--- config.mk ---
export PLATFORM = sky130hd
export DESIGN_NAME = mat_2x2_stream_adapter
export DESIGN_NICKNAME = d
export VERILOG_FILES = /design/src/rtl/mat_2x2_stream_adapter.sv
export SDC_FILE = /design/constraint.sdc
export NUM_CORES = 1
export LEC_CHECK = 0
export ABC_AREA = 0
export BUFFER_PORTS_ARGS = -buffer_cell sky130_fd_sc_hd__buf_4
export CORE_ASPECT_RATIO = 0.5
export CORE_MARGIN = 2
export CORE_UTILIZATION = 55
export DETAILED_ROUTE_END_ITERATION = 12
export PLACE_DENSITY = 0.89
export REMOVE_ABC_BUFFERS = 1
export SYNTH_ARGS = -nofsm -noshare
export SYNTH_HDL_FRONTEND = slang
export SYNTH_SLANG_ARGS = --single-unit
--- constraint.sdc ---
create_clock -name clk -period 6.47 [get_ports clk]
set_input_delay 0.3235 -clock clk [delete_from_list [all_inputs] [get_ports clk]]
set_output_delay 0.3235 -clock clk [all_outputs]
set_load 0.01 [all_outputs]
--- src/rtl/mat_2x2_stream_adapter.sv ---
// Byte-stream front/back end for a combinational 2x2 matrix multiplier.
// Four operand bytes are assembled into one frame and applied to a..h in a
// single edge. After a fixed settle time, w,x,y,z are captured and streamed
// back out as four result bytes.
module mat_2x2_stream_adapter #(
    parameter int SETTLE_CYCLES = 1
) (
    input  logic       clk,
    input  logic       reset,
    input  logic [7:0] in_data,
    input  logic       in_valid,
    output logic       in_ready,
    output logic [3:0] a,
    output logic [3:0] b,
    output logic [3:0] c,
    output logic [3:0] d,
    output logic [3:0] e,
    output logic [3:0] f,
    output logic [3:0] g,
    output logic [3:0] h,
    input  logic [7:0] w,
    input  logic [7:0] x,
    input  logic [7:0] y,
    input  logic [7:0] z,
    output logic [7:0] out_data,
    output logic       out_valid,
    input  logic       out_ready,
    output logic       busy,
    output logic       frame_done
);

    localparam logic [1:0] ST_LOAD   = 2'd0;
    localparam logic [1:0] ST_SETTLE = 2'd1;
    localparam logic [1:0] ST_SEND   = 2'd2;

    // Counter value on the edge that must capture the multiplier results.
    localparam logic [3:0] SETTLE_LAST = 4'(SETTLE_CYCLES - 1);

    logic [1:0]  state_q, state_d;
    logic [1:0]  byte_cnt_q, byte_cnt_d;
    logic [3:0]  settle_cnt_q, settle_cnt_d;
    logic [23:0] shadow_q, shadow_d;
    logic [31:0] ops_q, ops_d;
    logic [31:0] res_q, res_d;
    logic        frame_done_q, frame_done_d;

    logic        in_xfer;
    logic        out_xfer;

    // Handshake and status outputs derived from the current state.
    always_comb begin
        in_ready  = (state_q == ST_LOAD) && !reset;
        out_valid = (state_q == ST_SEND);
        busy      = !((state_q == ST_LOAD) && (byte_cnt_q == 2'd0));
        in_xfer   = in_valid && in_ready;
        out_xfer  = out_valid && out_ready;
        out_data  = 8'd0;
        if (out_valid) begin
            case (byte_cnt_q)
                2'd0:    out_data = res_q[31:24];
                2'd1:    out_data = res_q[23:16];
                2'd2:    out_data = res_q[15:8];
                default: out_data = res_q[7:0];
            endcase
        end
    end

    assign {a, b, c, d, e, f, g, h} = ops_q;
    assign frame_done               = frame_done_q;

    // Frame sequencing: load bytes, settle, then stream results.
    always_comb begin
        state_d      = state_q;
        byte_cnt_d   = byte_cnt_q;
        settle_cnt_d = settle_cnt_q;
        shadow_d     = shadow_q;
        ops_d        = ops_q;
        res_d        = res_q;
        frame_done_d = 1'b0;

        case (state_q)
            ST_LOAD: begin
                if (in_xfer) begin
                    byte_cnt_d = byte_cnt_q + 2'd1;
                    case (byte_cnt_q)
                        2'd0: shadow_d[23:16] = in_data;
                        2'd1: shadow_d[15:8]  = in_data;
                        2'd2: shadow_d[7:0]   = in_data;
                        default: begin
                            // Whole operand set changes on one edge so the
                            // multiplier never sees a half-updated frame.
                            ops_d        = {shadow_q, in_data};
                            settle_cnt_d = 4'd0;
                            state_d      = ST_SETTLE;
                        end
                    endcase
                end
            end
            ST_SETTLE: begin
                settle_cnt_d = settle_cnt_q + 4'd1;
                if (settle_cnt_q == SETTLE_LAST) begin
                    res_d      = {w, x, y, z};
                    byte_cnt_d = 2'd0;
                    state_d    = ST_SEND;
                end
            end
            ST_SEND: begin
                if (out_xfer) begin
                    byte_cnt_d = byte_cnt_q + 2'd1;
                    if (byte_cnt_q == 2'd3) begin
                        frame_done_d = 1'b1;
                        state_d      = ST_LOAD;
                    end
                end
            end
            default: begin
                state_d    = ST_LOAD;
                byte_cnt_d = 2'd0;
            end
        endcase
    end

    // State, operand and result registers with asynchronous clear.
    always_ff @(posedge clk or posedge reset) begin
        if (reset) begin
            state_q      <= ST_LOAD;
            byte_cnt_q   <= 2'd0;
            settle_cnt_q <= 4'd0;
            shadow_q     <= 24'd0;
            ops_q        <= 32'd0;
            res_q        <= 32'd0;
            frame_done_q <= 1'b0;
        end else begin
            state_q      <= state_d;
            byte_cnt_q   <= byte_cnt_d;
            settle_cnt_q <= settle_cnt_d;
            shadow_q     <= shadow_d;
            ops_q        <= ops_d;
            res_q        <= res_d;
            frame_done_q <= frame_done_d;
        end
    end

endmodule

# [Word level (Yosys, flattened, before mapping)]
# Cells that the tools add are included.
[totals] register_bits=97 out_inout_bits=44 wordCells=59 inputBits=44
[classes] n_mux=18 eq_ne=10 addsub=2 bitwise=1 reduce_logical=19
[ops] op="8-bit one-hot mux with 3 select lines" n=1
[ops] op="3-bit AND reduction" n=6
[ops] op="2-bit 2-to-1 mux" n=8
[ops] op="2-bit one-hot mux with 3 select lines" n=2
[ops] op="4-bit 2-to-1 mux" n=2
[ops] op="8-bit 2-to-1 mux" n=1
[ops] op="4-bit one-hot mux with 2 select lines" n=1
[ops] op="2-bit == test, second input constant" n=3
[ops] op="2-bit != test, second input constant" n=3
[ops] op="5-bit AND reduction" n=1
[ops] op="4-bit by 1-bit adder with 4-bit output, second input constant" n=1
[ops] op="2-bit by 1-bit == test with 1-bit output, second input constant" n=2
[ops] op="1-bit logical AND" n=4
[ops] op="2-bit zero test" n=2
[ops] op="4-bit zero test" n=1
[ops] op="2-bit by 1-bit != test with 1-bit output, second input constant" n=2
[ops] op="1-bit 2-to-1 mux" n=3
[ops] op="3-bit OR reduction" n=1
[ops] op="2-bit by 1-bit adder with 2-bit output, second input constant" n=1
[ops] op="1-bit zero test" n=2
[ops] op="2-bit AND reduction" n=1
[ops] op="2-bit nonzero test" n=1
[ops] op="1-bit NOT" n=1

# [Longest topological paths before layout]
# Gate-level depths: netlist of run 1.
[depth] word_depth=5 depth_mapped=6

# [Worst setup path before layout of run 1]
# Ideal clock, no wire load.
[synth_timing] kind="flip-flop to output port" startpoint="reg byte_cnt_q[0]" endpoint="out out_data[5]" arrival_ns=1.362 required_ns=6.147 stages_incl_launch_ff=6 setup_slack_ns=4.785 cell_sequence="dfrtp_1 ha_1 inv_1 clkbuf_1 o21ai_0 a21oi_1"
[synth_between] elab_chain_len=3 word_cells_on_any_way=5 classes_between="2 x eq/ne; 2 x mux; 1 x reduce/logical"
[synth_lines] item="start, declared" line="40" source="logic [1:0] byte_cnt_q, byte_cnt_d;"
[synth_lines] item="start signal, assigned" line="135" source="byte_cnt_q <= byte_cnt_d;"
[synth_lines] item="2-bit == test (tied with other cells)" line="59" source="case (byte_cnt_q)"
[synth_lines] item="8-bit one-hot mux with 3 select lines *" line="59"
[synth_lines] item="8-bit 2-to-1 mux *" line="58" source="if (out_valid) begin"
[synth_lines] item="end, declared" line="25" source="output logic [7:0] out_data,"
# Mark *: on every way between the ends. The rest lies on a longest branch, timed or not.

# [Final worst setup path of run 1]
[layout_timing] startpoint="reg state_q[0]" endpoint="out out_data[6]"
[layout_between] elab_chain_len=2
[layout_lines] item="start, declared" line="39" source="logic [1:0] state_q, state_d;"
[layout_lines] item="start signal, assigned" line="134" source="state_q <= state_d;"
[layout_lines] item="2-bit == test" line="53" source="out_valid = (state_q == ST_SEND);"
[layout_lines] item="8-bit 2-to-1 mux" line="58"
# No other way between the ends.

==> results.toml, run 1 <==
[place]
dpl_worst_slack_ns = 4.37
place_congestion = 0.817
numPortBuffers = 87
place_area_mm2 = 0.00483
dpl.hpwl_um = 5460

[global_routing]
grt_overflow = 0
grt_pass1_vias = 2670
grt_use_total = 0.213
grt_max_degree = 98
antenna_found_initial = 0
grt_pass1_wl_um = 13300

[synthesis]
netlist.area_leader.share = 0.586
syn-cell-area_mm2 = 0.00414
yosysSeqAreaShare = 0.586
ys_ff_latch = 97
netlist-cell-type-count = 29
synth_top_area_cell = "dfrtp_1"
yosys_warnings = 0
synth_area_leaders = "dfrtp_1 (59%), mux2_2 (16%), mux2_4 (11%), ha_1 (2.1%), a222oi_1 (1.9%)"
postSynthAreaPerCell_um2 = 15.2
syn_inst = 273

[worst_setup_path]
crit_chain = "nor2b_1 > o21ai_0 > a21oi_1 > buf_4"
worst_setup_path_start_kind = "register"
crit_arrival_ns = 2.11
r2r_cells = 5
r2r_start = "settle_cnt_q[1]"
r2r_end = "res_q[14]"
cp_max_fo = 11
path_class = "reg2out"
max_stage_delay_ns = 0.68
cp_data_required_time_ns = 6.15
cp_slowest_cell = "nor2b_1"
cp-end-kind = "primary output"
rrSetupSlack_ns = 4.32

[clocking]
post_cts_buffers = 0
cts.sinks = 97
cts_resized = 0
clock_tree.root_cell = "clkbuf_16"
cts_tree = "built"
htree_levels = 3
cts_buffers = 9
clk_pin_slew_worst_paths_ns = 0.06
clock_path_buffers = 2
clock_latency_ns = 0.35
hold_buffers = 0

[routing]
drc = 0
first_iter_violations = 161
firstDrtPassIters = 5
wl_per_cell_um = 17.9
routed_wl_um = 8190
dr_total_vias = 2582
ant_nets = 0
routed_via_density = 5.64

[floorplanning]
die_w_um = 127
start_util = 0.566
coreArea_mm2 = 0.00732
fp-row-count = 22
io_pins = 88
die_y_um = 65.4
die_area_mm2 = 0.00828

[flow_run]
drv_cap = 0

[final_layout]
design_area_mm2 = 0.00510
areaGrowthSynthToFinish_pct = 23.2
antennaDiodeCount = 0
final_nets = 409
final_util = 0.697
drive_above_1_share = 0.544

[sta]
worstMarginPinSlew_ns = 1.15
finalSetupTns_ns = 0
maxSlewHeadroom = 0.234
rsz0062_at_grt = "false"
max_freq_ghz = 0.411
setup_ws_ns = 4.04
hold_violations = 0
slew_viol_final = 0
period_needed_ns = 2.43
fin_crit_sh = 0.376
setup_violations = 0
fin_skew_ns = 0.00394

[pwr]
ir_worst_vdd_v = 0.000270
powerDensity_mw_per_mm2 = 467
power_mw = 2.38
leakagePower_nw = 2.50

[min_path]
whs_path_depth = 2
min_from = "w[7]"
hold_end = "res_q[31]"
hp-class = "in2reg"

[status]
status = "completed"
area by class of cell:
| cell class | count | area, um^2 |
|---|---|---|
| Clock inverter | 6 | 45.0 |
| Fill cell | 498 | 2220 |
| Tap cell | 96 | 120 |
| Multi-Input combinational cell | 155 | 1600 |
| Inverter | 8 | 32.5 |
| Timing Repair Buffer | 87 | 653 |
| Sequential cell | 97 | 2430 |
| Clock buffer | 9 | 225 |
layer usage:
layer	track usage	vias up	wire [um]
met5	0	-	0
met4	0.0838	0	112
met3	0.0684	9	481
met2	0.365	69	4150
met1	0.256	1343	3450
li1	-	1161	-
logic make-up after synthesis:
family	count (synthesis)	share of synthesized area
DFF	97	0.586
muxes	89	0.268
AOI/OAI and AO/OA	34	0.0568
and+or+nand+nor	25	0.0399
buffers and inverters	21	0.0281
adders and majority gates	7	0.0211
power breakdown:
group          switching (mW)  internal, mW  leakage (nW)  total, mW
Sequential              0.173         0.892          1.19       1.06
Combinational           0.334         0.498          1.18      0.833
Clock                   0.225         0.260         0.136      0.485
Total                   0.732          1.65          2.50       2.38
how the worst max path moves through the flow:
stage / start / end / slack [ns] / depth (start not counted)
finish: state_q[0] / out_data[6] / 4.04 / 4
global route: state_q[0] / out_data[6] / 3.91 / 4
global placement: byte_cnt_q[0] / shadow_q[23] / 4.48 / 4
CTS: state_q[0] / out_data[0] / 4.10 / 4
floorplan: reset / byte_cnt_q[0] / 3.61 / 1
detailed placement: settle_cnt_q[0] / res_q[0] / 4.37 / 5
through the flow:
step           instances  hold slack [ns]
6_report             458            0.207
5_1_grt              458            0.194
4_1_cts              458            0.197
3_5_place_dp         443            0.491
3_3_place_gp         443            0.483
2_1_floorplan        260            0.466
registers in the layout, indices dropped and copies added (netlist names):
name,flops
ops_q,32
res_q,32
shadow_q,24
settle_cnt_q,4
byte_cnt_q,2
state_q,2
frame_done,1
critical path, delay by kind of cell, from the launching register on:
family / cells / cell delay (ns)
flip-flops: 1 / 0.52
AO/OA/AOI/OAI: 2 / 0.41
buffers and inverters: 1 / 0.15
AND/OR/NAND/NOR: 1 / 0.68
Yosys cell counts, drive strengths merged:
master	n
and2	2
mux2	89
a221o	2
o32a	1
nor4b	1
and2b	1
a22o	1
nor2	1
o21ai	11
a21oi	8
nand3	2
a222oi	8
o211ai	2
buf	8
dfrtp	97
nor3	3
clkbuf	5
nand2b	1
inv	8
a31oi	1
ha	7
nand2	8
nor3b	3
nor2b	3
cells in the final DEF, fill, tap and decap left out, types with 4 or more instances in the layout:
master,count
nand2_1,4
ha_1,7
a222oi_1,8
buf_4,87
dfrtp_1,97
mux2_2,60
a21oi_1,8
inv_1,7
clkbuf_16,9
o21ai_0,11
mux2_4,29
(Power assumes the default switching activity.)
==> inputs of run 2 (changes only) <==
--- a/config.mk
+++ b/config.mk
@@ -5,13 +5,13 @@
 export SDC_FILE = /design/constraint.sdc
 export NUM_CORES = 1
 export LEC_CHECK = 0
-export ABC_AREA = 0
+export ABC_AREA = 1
 export BUFFER_PORTS_ARGS = -buffer_cell sky130_fd_sc_hd__buf_4
 export CORE_ASPECT_RATIO = 0.5
 export CORE_MARGIN = 2
-export CORE_UTILIZATION = 55
+export CORE_UTILIZATION = 49
 export DETAILED_ROUTE_END_ITERATION = 12
-export PLACE_DENSITY = 0.89
+export PLACE_DENSITY = 0.84
 export REMOVE_ABC_BUFFERS = 1
 export SYNTH_ARGS = -nofsm -noshare
 export SYNTH_HDL_FRONTEND = slang
==> constraint.sdc (replaced) <==
create_clock -name clk -period 2.2 [get_ports clk]
set_input_delay 0.11 -clock clk [delete_from_list [all_inputs] [get_ports clk]]
set_output_delay 0.11 -clock clk [all_outputs]
set_load 0.01 [all_outputs]
==> run 2 against run 1 <==
First-iteration DRC count up 88%. Count of clock-buffer cells in the layout up 2. Via count up 35%. Sequential cell count unchanged. Design area up 5.5%. Largest power group unchanged. Highest routed layer unchanged.
==> results.toml, run 2 <==
[synthesis]
synth_top_family_by_area = "simple AND/OR/NAND/NOR gates"
yosys-top-cells-count = "nand2_1 (215), dfrtp_1 (97), inv_1 (47)"
synth_fa_ha_area_frac = 0.0204
async_flop_share = 1.00
muxShareOfSynthArea = 0
synth.most_common_cell = "nand2_1"
synth_compound_gate_area_share = 0.120
yosysSeqAreaShare = 0.566
syn_inst = 492
synth-edff-count = 0
netlist-cell-type-count = 23
synth_area_leaders = "dfrtp_1 (57%), nand2_1 (19%), o21ai_2 (4.7%), inv_1 (4.1%), o21ai_0 (4.1%)"
postSynthAreaPerCell_um2 = 8.72
synthSimpleGateAreaFrac = 0.217
synth_xor_xnor_area_share = 0.00204
synthFlopType = "dfrtp_1"
netlist.area_leader.share = 0.566
syn-cell-area_mm2 = 0.00429
yosys_warnings = 0
ys_ff_latch = 97
synth_top_area_cell = "dfrtp_1"

[place]
post-place-cells = 685
place_area_mm2 = 0.00504
numPortBuffers = 87
dpl.hpwl_um = 6330
place_congestion = 0.804

[pwr]
ir_worst_vdd_v = 0.000568
power_mw = 6.95
leakagePower_nw = 2.93
powerDensity_mw_per_mm2 = 1290

[worst_setup_path]
worst_setup_path_start_kind = "register"
r2r_end = "ops_q[15]"
r2r_start = "byte_cnt_q[0]"
r2r_cells = 6
endpoint = "out_data[1]"
cp-end-kind = "primary output"
crit_start = "byte_cnt_q[0]"
cp_max_fo = 10
path_class = "reg2out"
crit_arrival_ns = 1.97
rrSetupSlack_ns = 0.30
cp_data_required_time_ns = 2.09

[floorplanning]
coreArea_mm2 = 0.00859
start_util = 0.499
fp-row-count = 24
die_area_mm2 = 0.00956
io_pins = 88
die_w_um = 136
die_y_um = 70.2

[sta]
worstMarginPinSlew_ns = 0.556
fin_crit_sh = 0.944
slew_viol_final = 0
finalSetupTns_ns = 0
setup_violations = 0
rsz0062_at_grt = "false"
whs_ns = 0.00813
max_freq_ghz = 0.482
maxSlewHeadroom = 0.629
hold_violations = 0
fin_skew_ns = 0.00975
period_needed_ns = 2.08

[routing]
first_iter_violations = 302
drc = 0
dr_total_vias = 3477
ant_nets = 0
routed_wl_um = 9260
wl_per_cell_um = 13.1
firstDrtPassIters = 4
routed_via_density = 4.91

[clocking]
cts_tree = "built"
clk_pin_slew_worst_paths_ns = 0.07
clock_latency_ns = 0.35
htree_levels = 3
clock_path_buffers = 2
cts_buffers = 9
clock_tree.root_cell = "clkbuf_16"
post_cts_buffers = 0
cts.sinks = 97

[global_routing]
grt_max_degree = 66
grt_pass1_vias = 3350
antenna_found_initial = 0
grt_overflow = 0
grt_pass1_wl_um = 15600
grt_use_total = 0.210

[final_layout]
final_cell_mix = "nand2_1 (215), dfrtp_1 (97), buf_4 (95)"
largestRegisters = "ops_q: 32 flops, res_q: 32 flops, shadow_q: 24 flops"
design_area_mm2 = 0.00538
final_common_cell = "nand2_1"
num-fill-cells = 731
areaGrowthSynthToFinish_pct = 25.5
instances_no_fill = 708
antennaDiodeCount = 0
final_nets = 637
drive_above_1_share = 0.239

[min_path]
hp-class = "in2reg"

[flow_run]
drv_cap = 0

[status]
status = "completed"
## run 2: timing repair
item	4_1_cts	5_1_grt
hold buffers	7	0
resized for setup	0	0
hold endpoints to repair	39	0
## run 2: per-layer routing
| metal | GRT usage | vias to the layer above | share of wire |
|---|---|---|---|
| met5 | 0 | - | 0 |
| met4 | 0.0752 | 0 | 0.015 |
| met3 | 0.0595 | 14 | 0.061 |
| met2 | 0.336 | 99 | 0.49 |
| met1 | 0.276 | 1644 | 0.44 |
| li1 | - | 1720 | - |
## run 2: cell families (layout without fill, tap and decap cells)
family / Yosys count / count (layout)
fa+ha+maj: 7 / 7
buf+inv: 69 / 168
xor+xnor: 1 / 1
compound gates: 84 / 84
simple gates: 234 / 234
flops: 97 / 97
## run 2: final cells by class
type / count / area [um^2] / area share
multi-input combinational: 326 / 1550 / 0.287
inverter: 49 / 186 / 0.0346
clock buffer: 11 / 233 / 0.0432
tap: 117 / 146 / 0.0272
timing repair buffer: 103 / 803 / 0.149
sequential: 97 / 2430 / 0.451
clock inverter: 5 / 41.3 / 0.00767
## run 2: how the worst min path moves through the flow
| stage | slack [ns] | endpoint | cells past startpoint | startpoint |
|---|---|---|---|---|
| finish | 0.008 | res_q[7] | 3 | z[7] |
| floorplan | 0.23 | ops_q[0] | 2 | in_data[0] |
| global route | 0.008 | res_q[15] | 3 | y[7] |
| global placement | 0.13 | settle_cnt_q[3] | 2 | reset |
| detailed placement | 0.13 | frame_done | 2 | reset |
| CTS | 0.0003 | shadow_q[10] | 3 | in_data[2] |
## run 2: worst max-delay path: stages, from the launching register on
cell     delay, ns
dfrtp_1       0.44
ha_1          0.35
inv_1         0.33
o21ai_0       0.14
a31oi_1       0.21
buf_4         0.16
## run 2: report_power, final
group / switching, mW / leakage [nW] / internal (mW)
Combinational: 1.36 / 1.63 / 1.07
Clock: 0.680 / 0.126 / 0.775
Sequential: 0.484 / 1.17 / 2.59
## run 2: per-stage QoR
step                      setup slack, ns  utilization
after floorplan                     -1.66            -
after global placement              0.420        0.587
after detailed placement            0.331        0.587
after CTS                           0.131        0.627
after global routing               0.0104        0.627
final                               0.124        0.627
==> inputs of run 3 (changes only) <==
==> constraint.sdc (replaced) <==
create_clock -name clk -period 2.2 [get_ports clk]
set_input_delay 0.33 -clock clk [delete_from_list [all_inputs] [get_ports clk]]
set_output_delay 0.33 -clock clk [all_outputs]
set_load 0.01 [all_outputs]
==> run 3 against run 2 <==
Fmax barely moved. Critical path depth stayed put. Register-to-register slack better by 0.04 ns. Clock power down 3%. Critical endpoint is now out_data[3].
==> results.toml, run 3 (synthesis gave the netlist of run 2 again) <==
[routing]
drc = 0
ant_nets = 0
firstDrtPassIters = 4
first_iter_violations = 303
routed_wl_um = 9420
wl_per_cell_um = 13.5
dr_total_vias = 3430
routed_via_density = 4.91

[pwr]
ir_worst_vdd_v = 0.000607
powerDensity_mw_per_mm2 = 1310
leakagePower_nw = 2.89
power_mw = 6.94

[global_routing]
grt_pass1_vias = 3316
grtUsageMet3 = 0.0516
grt_util_met2 = 0.332
met1_usage = 0.279
grt_use_total = 0.208
grt_max_degree = 98
grt_overflow = 0
grt_pass1_wl_um = 15700
antenna_found_initial = 0
top_usage_layer = "met2"

[worst_setup_path]
crit_arrival_ns = 1.75
crit_family = "flip-flops"
worst-path-buf-inv = 2
max_stage_delay_ns = 0.43
path_class = "reg2out"
cp-end-kind = "primary output"
cp_slowest_cell = "dfrtp_1"
cp_data_required_time_ns = 1.87
cp_max_fo = 10
crit_chain = "ha_1 > clkinvlp_4 > o21ai_0 > a31oi_1 > buf_4"
worst_setup_path_start_kind = "register"

[sta]
max_freq_ghz = 0.481
period_needed_ns = 2.08
hold_violations = 0
fin_skew_ns = 0.00576
fin_crit_sh = 0.944
worstMarginPinSlew_ns = 0.550
rsz0062_at_grt = "false"
slew_viol_final = 0
maxSlewHeadroom = 0.633
setup_ws_ns = 0.122
setup_violations = 0
whs_ns = 0.141

[clocking]
cts_buffers = 9
clock_tree.root_cell = "clkbuf_16"
cts_tree = "built"
clk_pin_slew_worst_paths_ns = 0.07
clock_latency_ns = 0.34
cts.sinks = 97
clock_path_buffers = 2
htree_levels = 3
post_cts_buffers = 0

[place]
dpl_worst_slack_ns = 0.274
numPortBuffers = 87
dpl.hpwl_um = 6440
place_congestion = 0.771

[final_layout]
final_util = 0.618
multi_input_area_mm2 = 0.00155
areaGrowthSynthToFinish_pct = 23.8
final_nets = 628
seqCellArea_mm2 = 0.00243
final_common_cell = "nand2_1"
num-fill-cells = 756
largestRegisters = "ops_q: 32 flops, res_q: 32 flops, shadow_q: 24 flops"
final_cell_mix = "nand2_1 (215), dfrtp_1 (97), buf_4 (92)"
antennaDiodeCount = 0
drive_above_1_share = 0.244

[floorplanning]
fp-row-count = 24
io_pins = 88
coreArea_mm2 = 0.00859
start_util = 0.499
die_y_um = 70.2
die_w_um = 136
die_area_mm2 = 0.00956

[status]
status = "completed"

[flow_run]
drv_cap = 0

[min_path]
hp-class = "in2async"
-- run 3: report_power, final --
group | leakage (nW) | internal (mW) | switching (mW) | total (mW)
registers | 1.17 | 2.59 | 0.507 | 3.10
clock network | 0.130 | 0.765 | 0.649 | 1.41
logic | 1.59 | 1.06 | 1.37 | 2.43
-- run 3: worst paths after layout --
check | startpoint | to | slack (ns) | cells after the start
setup / recovery | byte_cnt_q[0] | out_data[3] | 0.12 | 5
hold / removal | reset | ops_q[12] | 0.14 | 3
setup reg to reg | byte_cnt_q[1] | shadow_q[11] | 0.34 | 6
hold reg to reg | ops_q[3] | ops_q[3] | 0.47 | 2
max in group asynchronous | reset | shadow_q[11] | 1.68 | 3
min in group clk | in_data[3] | shadow_q[3] | 0.23 | 3
-- run 3: what timing repair did --
| item | in CTS | in global routing |
|---|---|---|
| setup endpoints to repair | 0 | 6 |
| endpoints found under the hold margin | 0 | 0 |
| hold buffers | 0 | 0 |
| gates resized for setup | 0 | 3 |
-- run 3: stage by stage --
stage | TNS, ns | std cells | area (um^2)
4_1_cts | 0 | 699 | 5300
2_1_floorplan | -166.84 | 472 | 4160
3_5_place_dp | 0 | 683 | 5040
3_3_place_gp | 0 | 683 | 5040
5_1_grt | 0 | 699 | 5310
6_report | 0 | 699 | 5310
-- run 3: worst min-delay path, delay by kind of cell --
| family | cells | cell delay [ns] |
|---|---|---|
| buffers and inverters | 3 | 0.59 |
-- run 3: layout make-up --
cell class	count	share of cell area
clock buffer	11	0.0438
clock inverter	5	0.00589
inverter	49	0.0358
multi-input combinational	326	0.292
sequential	97	0.457
tap	117	0.0276
timing repair buffer	94	0.138
-- run 3: per-layer routing --
metal	wire length [um]	vias to the layer above
met5	0	-
met4	102	0
met3	421	10
met2	4540	87
met1	4360	1627
li1	-	1706
